$ cat src/rtl/jk_flag_sequencer.sv
// jk_flag_sequencer
//
// Shared controller for a bank of external JK flip-flop status flags.
// Requesters issue read/set/clear/toggle commands; a round-robin arbiter
// picks one, the block drives that flag's J/K for exactly one clock, then
// samples the flag's Q, returns it and checks it against the expected value.
//
// Handshake: a requester raises req and holds op/idx stable until the grant
// edge; gnt marks the owner while its operation is in flight; done pulses
// for one cycle with err/rdata valid. op/idx are sampled only at the grant
// edge, and dropping req after the grant does not cancel the operation.
//
// Ports:
//   clk    - clock, all state changes on posedge (flag cells share it)
//   rst    - synchronous active-high reset
//   req    - per-requester request level
//   op     - per-requester opcode, 2 bits each: 00 read, 01 set, 10 clear, 11 toggle
//   idx    - per-requester flag index, IDXW bits each
//   gnt    - one-hot grant, high while the owner's operation is in flight
//   done   - one-cycle completion pulse
//   err    - with done: bad index or readback mismatch
//   rdata  - with done: flag Q after the operation
//   j_out  - J drive to each flag cell
//   k_out  - K drive to each flag cell
//   q_in   - Q from each flag cell
module jk_flag_sequencer #(
    parameter int NREQ   = 3,
    parameter int NFLAGS = 8,
    parameter int IDXW   = 3
) (
    input  logic                 clk,
    input  logic                 rst,
    input  logic [NREQ-1:0]      req,
    input  logic [2*NREQ-1:0]    op,
    input  logic [IDXW*NREQ-1:0] idx,
    output logic [NREQ-1:0]      gnt,
    output logic                 done,
    output logic                 err,
    output logic                 rdata,
    output logic [NFLAGS-1:0]    j_out,
    output logic [NFLAGS-1:0]    k_out,
    input  logic [NFLAGS-1:0]    q_in
);

    localparam int PW = (NREQ > 1) ? $clog2(NREQ) : 1;

    typedef enum logic [1:0] {
        IDLE   = 2'd0,
        DRIVE  = 2'd1,
        SAMPLE = 2'd2
    } state_t;

    state_t            state, state_n;
    logic [PW-1:0]     ptr, ptr_n;
    logic [NREQ-1:0]   gnt_n;
    logic              done_n, err_n, rdata_n;
    logic [NFLAGS-1:0] j_n, k_n;
    logic [1:0]        cur_op, op_n;
    logic [IDXW-1:0]   cur_idx, idx_n;
    logic              old_q, old_n;
    // Owner acknowledged on the previous edge; masked for exactly the done cycle.
    logic [NREQ-1:0]   ack_mask, ack_n;

    // Round-robin search starting at ptr.
    logic [NREQ-1:0]   elig;
    logic              found;
    logic [PW-1:0]     win;
    logic [1:0]        win_op;
    logic [IDXW-1:0]   win_idx;
    int                arb_c;

    always_comb begin
        elig    = req & ~ack_mask;
        found   = 1'b0;
        win     = '0;
        win_op  = '0;
        win_idx = '0;
        arb_c   = 0;
        for (int k = 0; k < NREQ; k++) begin
            arb_c = (int'(ptr) + k) % NREQ;
            if (!found && elig[arb_c]) begin
                found   = 1'b1;
                win     = PW'(arb_c);
                win_op  = op[2*arb_c +: 2];
                win_idx = idx[IDXW*arb_c +: IDXW];
            end
        end
    end

    // Q of the latched flag; out-of-range indices read as 0 and never match.
    logic idx_ok;
    logic q_sel;
    logic expected;

    always_comb begin
        idx_ok = (int'(cur_idx) < NFLAGS);
        q_sel  = 1'b0;
        for (int f = 0; f < NFLAGS; f++) begin
            if (int'(cur_idx) == f) q_sel = q_in[f];
        end
        case (cur_op)
            2'b00:   expected = old_q;
            2'b01:   expected = 1'b1;
            2'b10:   expected = 1'b0;
            default: expected = ~old_q;
        endcase
    end

    always_comb begin
        state_n = state;
        ptr_n   = ptr;
        gnt_n   = gnt;
        done_n  = 1'b0;
        err_n   = 1'b0;
        rdata_n = 1'b0;
        j_n     = '0;
        k_n     = '0;
        op_n    = cur_op;
        idx_n   = cur_idx;
        old_n   = old_q;
        ack_n   = '0;
        case (state)
            IDLE: begin
                if (found) begin
                    state_n = DRIVE;
                    op_n    = win_op;
                    idx_n   = win_idx;
                    gnt_n   = NREQ'(1) << win;
                    ptr_n   = (win == PW'(NREQ - 1)) ? '0 : win + PW'(1);
                    // op[0] maps to J and op[1] to K for all four opcodes.
                    for (int f = 0; f < NFLAGS; f++) begin
                        if (int'(win_idx) == f) begin
                            j_n[f] = win_op[0];
                            k_n[f] = win_op[1];
                        end
                    end
                end
            end
            DRIVE: begin
                // The cell captures J/K on this edge, so q_in is still the old value.
                old_n   = q_sel;
                state_n = SAMPLE;
            end
            SAMPLE: begin
                rdata_n = idx_ok ? q_sel : 1'b0;
                err_n   = idx_ok ? (q_sel != expected) : 1'b1;
                done_n  = 1'b1;
                ack_n   = gnt;
                gnt_n   = '0;
                state_n = IDLE;
            end
            default: state_n = IDLE;
        endcase
    end

    always_ff @(posedge clk) begin
        if (rst) begin
            state    <= IDLE;
            ptr      <= '0;
            gnt      <= '0;
            done     <= 1'b0;
            err      <= 1'b0;
            rdata    <= 1'b0;
            j_out    <= '0;
            k_out    <= '0;
            cur_op   <= '0;
            cur_idx  <= '0;
            old_q    <= 1'b0;
            ack_mask <= '0;
        end else begin
            state    <= state_n;
            ptr      <= ptr_n;
            gnt      <= gnt_n;
            done     <= done_n;
            err      <= err_n;
            rdata    <= rdata_n;
            j_out    <= j_n;
            k_out    <= k_n;
            cur_op   <= op_n;
            cur_idx  <= idx_n;
            old_q    <= old_n;
            ack_mask <= ack_n;
        end
    end

endmodule

$ cat config.mk
export PLATFORM = sky130hd
export DESIGN_NAME = jk_flag_sequencer
export DESIGN_NICKNAME = d
export VERILOG_FILES = /design/src/rtl/jk_flag_sequencer.sv
export SDC_FILE = /design/constraint.sdc
export NUM_CORES = 1
export LEC_CHECK = 0
export BUFFER_PORTS_ARGS = -buffer_cell sky130_fd_sc_hd__buf_4
export CAP_MARGIN = 20
export CORE_MARGIN = 2
export CORE_UTILIZATION = 40
export CTS_BUF_LIST = sky130_fd_sc_hd__clkbuf_8
export DETAILED_ROUTE_END_ITERATION = 16
export PLACE_DENSITY = 0.62
export SYNTH_ARGS = -nofsm -noshare
export SYNTH_HDL_FRONTEND = slang
export SYNTH_SLANG_ARGS = --single-unit
$ cat constraint.sdc
create_clock -name clk -period 5.6 [get_ports clk]
set_clock_uncertainty 0.05 [all_clocks]
set_input_delay 0.56 -clock clk [delete_from_list [all_inputs] [get_ports clk]]
set_output_delay 0.56 -clock clk [all_outputs]
set_load 0.01 [all_outputs]
### Word level (Yosys, flattened, before mapping)

Index checks and enable logic that the tools add are counted.

| storage, ports and cells | value |
|---|---|
| register bits after elaboration | 35 |
| input bits | 28 |
| output and inout port bits | 22 |
| logic and storage cells | 136 |

| operators by class | value |
|---|---|
| add/subtract/negate cells | 3 |
| $mul | 3 |
| div/mod/pow operators | 3 |
| $lt $le $gt $ge | 3 |
| eq/ne operators | 21 |
| shifts and indexed selects | 7 |
| muxes and demuxes | 36 |
| bitwise logic cells | 14 |
| reductions and logical operators | 20 |

Operators by type and width:

| operator | count |
|---|---|
| $lt 32x4->1 const B | 3 |
| $mul 3x32->32 const A | 3 |
| $shiftx 6x32->2 | 3 |
| $shiftx 9x32->3 | 3 |
| $mod 32x3->32 const B | 2 |
| $mod 3x3->32 const B | 1 |
| $reduce_or 4->1 | 8 |
| $eq 3x3->1 const B | 8 |
| $mux 1 | 18 |
| $mux 2 | 8 |
| $eq 3x2->1 const B | 4 |
| $mux 3 | 4 |
| $not 1->1 | 12 |
| $bmux 1 s2 | 3 |
| $eq 2x2->1 const B | 3 |
| $eq 3x1->1 const B | 2 |
| $logic_not 3->1 | 2 |
| $pmux 3 s2 | 1 |
| $eq 2x1->1 const B | 2 |
| $logic_not 2->1 | 2 |
| $pmux 2 s2 | 1 |
| $reduce_and 2->1 | 2 |
| $add 2x1->3 const B | 1 |
| $add 2x2->3 const B | 1 |
| 11 further kinds | 13 |

### Longest topological paths before layout

| depth | value |
|---|---|
| depth after elaboration | 15 |
| depth in mapped cells | 17 |

### Worst setup path after synthesis

No wires, ideal clock.

| timing | value |
|---|---|
| path type | register -> register |
| start | reg ptr[1] |
| end | reg k_out[2] |
| library setup time | 65 ps |
| arrival time | 3,965 ps |
| setup slack | 1,519 ps |
| stages on the path, launching flop included | 17 |
| buffers on the path | 2 |
| cell sequence | dfxtp_1 inv_1 ha_1 buf_4 nor2b_1 and2_1 xnor2_1 ha_1 fa_1 buf_1 mux2i_1 o2bb2ai_1 a211o_1 nand4_2 o311ai_4 or4_4 nor2_1 |

| between the ends | value |
|---|---|
| word-level cells in the longest chain between the ends | 14 |
| elaborated cells between the ends (all ways) | 40 |
| those cells by class | 2 x add/sub; 3 x mul; 3 x div; 1 x eq/ne; 6 x shift; 18 x mux; 2 x bitwise; 5 x reduce/logical |

RTL lines:

| item | line | RTL |
|---|---|---|
| from (decl) | 54 | `logic [PW-1:0] ptr, ptr_n;` |
| from (signal assigned) | 172 | `ptr <= ptr_n;` |
| branches (longest 14 deep; another with $mod 32x3->32) | - |  |
| to (signal assigned) | 178 | `k_out <= k_n;` |
| to (decl) | 41 | `output logic [NFLAGS-1:0] k_out,` |

Several ways; the timed one is not identified. The select of a mux whose other input is x is not followed.
A chain may end at the register's enable or synchronous reset.

### Worst setup path in the final report

| timing | value |
|---|---|
| start | reg ptr[1] |
| end | reg k_out[3] |

The elaborated chain is that of the path after synthesis.

==> run summary <==
GRT Overall Usage = 0.188
Distinct cells, synth = 69
clk root buf = clkbuf_8
critical path type = flop to flop
Max Slew Vio Count = 0
cts-stage hold buffer count = 0
Hold WC Path Type = flop to flop
Post-CTS Setup Bufs = 0
TNS Setup = 0 ns
top_reg_cell synth = dfxtp_1
Mapped Nets = 369
Post-synth EDFFs = 0
share of layout cells above drive strength 1 = 0.227
Port Buffer Count = 49
Synth-to-Final Area Change = 18.5%
Max Fanout on Critical Path = 9
Clock Sinks = 35
H-tree depth = 2
initial antenna violation count = 0
RSZ-0062 raised after global routing = false
antenna viol nets, final = 0
post-synthesis cell count = 322
Layout Nets = 411
DP Area = 3230 sq um
WP data arrival = 4.71 ns
core area = 6790 sq um
routed vias = 2533
drt drc = 0
Clock Latency Late Sink = 0.30 ns
mean post-synth cell area = 8.76 sq um
Max Cap Viol = 0
Final setup violation count = 0
DR iter-0 viols = 225
ranking of synthesized cells by area = dfxtp_1 25%, ha_1 7.5%, mux2i_1 6.7%
n_diodes = 0
CP Data Required Time = 5.78 ns
period utilization = 0.809
Hold Vio Cnt, Final = 0
final wirelength = 6.99 mm
outcome = finished clean
die area = 7740 sq um
Fillers = 664
clk buf depth = 2
GR Overflow Total = 0
vias in the first global route = 2336
Ys Warns = 0
DR vias/cell = 5.49
per-cell routed wire length = 15.2 um
Setup crit start kind = flop
Max IR drop VDD = 0.258 mV
Synth top area share = 0.248
Worst-Margin Slew = 0.597 ns
placer's final routability congestion estimate = 0.839
Die Wd = 88.0 um
global-route wire length before repair = 11.4 mm
CTS tree = built
pin count of the biggest net entering global routing = 34
Max Freq = 0.221 GHz
Max-slew headroom = 0.602
row count = 30
Setup crit end kind = flop
Initial Utilization = 0.415
fin crit period = 4.53 ns
Inserted Clock Buffers = 5
synthesized area = 2820 sq um
post-route cell area = 3340 sq um
register area share after synthesis = 0.248
Leakage = 1.35 nW
first-pass detailed-route iteration total = 4
P per Cell Area = 557 nW/um^2
DP Wirelength = 5.35 mm
Resize count post-CTS = 0
Yosys reg bits = 35
clock-pin slew on the worst setup and hold paths = 0.07 ns
Die H = 88.0 um
number of I/O pins = 50
Post-synth ARST share = 0
area leader, netlist = dfxtp_1
-- report_power, final --
group	leakage, nW	internal [mW]	switching, mW	total (mW)
logic	1.01	0.553	0.741	1.29
clock network	0.0581	0.133	0.0969	0.229
registers	0.284	0.297	0.0401	0.338
total	1.35	0.982	0.879	1.86
-- final cells by class --
cell class | count | area, sq um | area share
Inverter | 11 | 41.3 | 0.0124
Clock inverter | 3 | 43.8 | 0.0131
Clock buffer | 5 | 68.8 | 0.0206
Multi-Input combinational cell | 259 | 1980 | 0.591
Sequential cell | 35 | 701 | 0.210
Timing Repair Buffer | 52 | 390 | 0.117
Tap cell | 96 | 120 | 0.0360
-- cells in the final DEF (no fill, tap or decap), drive strengths merged, types with 4 or more instances in the layout --
cell	n
nand2	24
buf	52
or4	4
nand4	4
a211oi	7
inv	11
mux4	7
nand3	6
o21ai	12
mux2i	19
nand2b	8
dfxtp	35
nand3b	6
and2	6
nor2	39
mux2	5
clkbuf	5
ha	17
nor3	7
nor2b	10
a21oi	14
-- cells by family after synthesis --
group	after synthesis	synth area share
AND/OR/NAND/NOR	133	0.255
AO/OA/AOI/OAI	70	0.193
flip-flops	35	0.248
multiplexers	31	0.143
buffers and inverters	28	0.0510
adder cells (fa/ha/maj)	21	0.0972
XOR/XNOR	4	0.0124
-- final timing paths --
path	slack [ns]	end	start	cells past startpoint
worst min register to register	0.43	gnt[1]	gnt[1]	2
worst max-delay path	1.07	k_out[3]	ptr[1]	13
worst max register to register	1.07	k_out[3]	ptr[1]	13
worst min-delay path	0.43	gnt[1]	gnt[1]	2
-- state kept, by name, summed over array words and instances, names as in the netlist, 2 cells and up --
signal,count
j_out,8
k_out,8
ptr,2
ack_mask,3
state,2
gnt,3
cur_idx,3
cur_op,2
-- cells in the mapped netlist, types with 3 or more instances --
master and n:
a211oi_1 7, a21oi_1 14, a31oi_1 3, and2_1 6
and2b_1 3, buf_2 7, buf_4 4, dfxtp_1 35
ha_1 17, inv_1 11, mux2_2 5, mux2i_1 19
mux4_2 7, nand2_1 24, nand2b_1 8, nand3_1 6
nand3b_1 6, nand4_1 3, nor2_1 39, nor2b_1 10
nor3_1 7, nor3b_1 3, o211ai_1 3, o21ai_0 11
o311a_1 3, o32ai_1 3, or4_1 3, xnor2_1 3
-- metal layers --
layer | routed length, um | vias to the layer above | track usage
met5 | 0 | - | 0
met4 | 86 | 0 | 0.0434
met3 | 387 | 7 | 0.0302
met2 | 3240 | 66 | 0.297
met1 | 3280 | 1187 | 0.269
li1 | - | 1273 | -
-- metrics by stage --
stage | power, mW | setup slack, ns | utilization | cells | hold WS (ns)
3_5_place_dp | 1.63 | 1.04 | 0.475 | 453 | 0.416
5_1_grt | 2.02 | 0.762 | 0.492 | 461 | 0.457
3_3_place_gp | 1.63 | 1.16 | 0.475 | 453 | 0.417
4_1_cts | 1.87 | 1.04 | 0.492 | 461 | 0.438
6_report | 1.86 | 1.07 | 0.492 | 461 | 0.432
2_1_floorplan | 1.37 | 1.52 | - | 322 | 0.400
-- critical path: stages (launching register included) --
cell and delay [ns]:
dfxtp_1 0.48, ha_1 0.50, inv_1 0.15, ha_1 0.29
o21ai_0 0.35, ha_1 0.35, fa_1 0.52, or3b_1 0.38
a22o_1 0.20, a22oi_2 0.26, nand4_2 0.16, o311ai_4 0.14
or4b_4 0.53, nor2_1 0.11
Note: power is estimated with default switching activity, not from simulation.
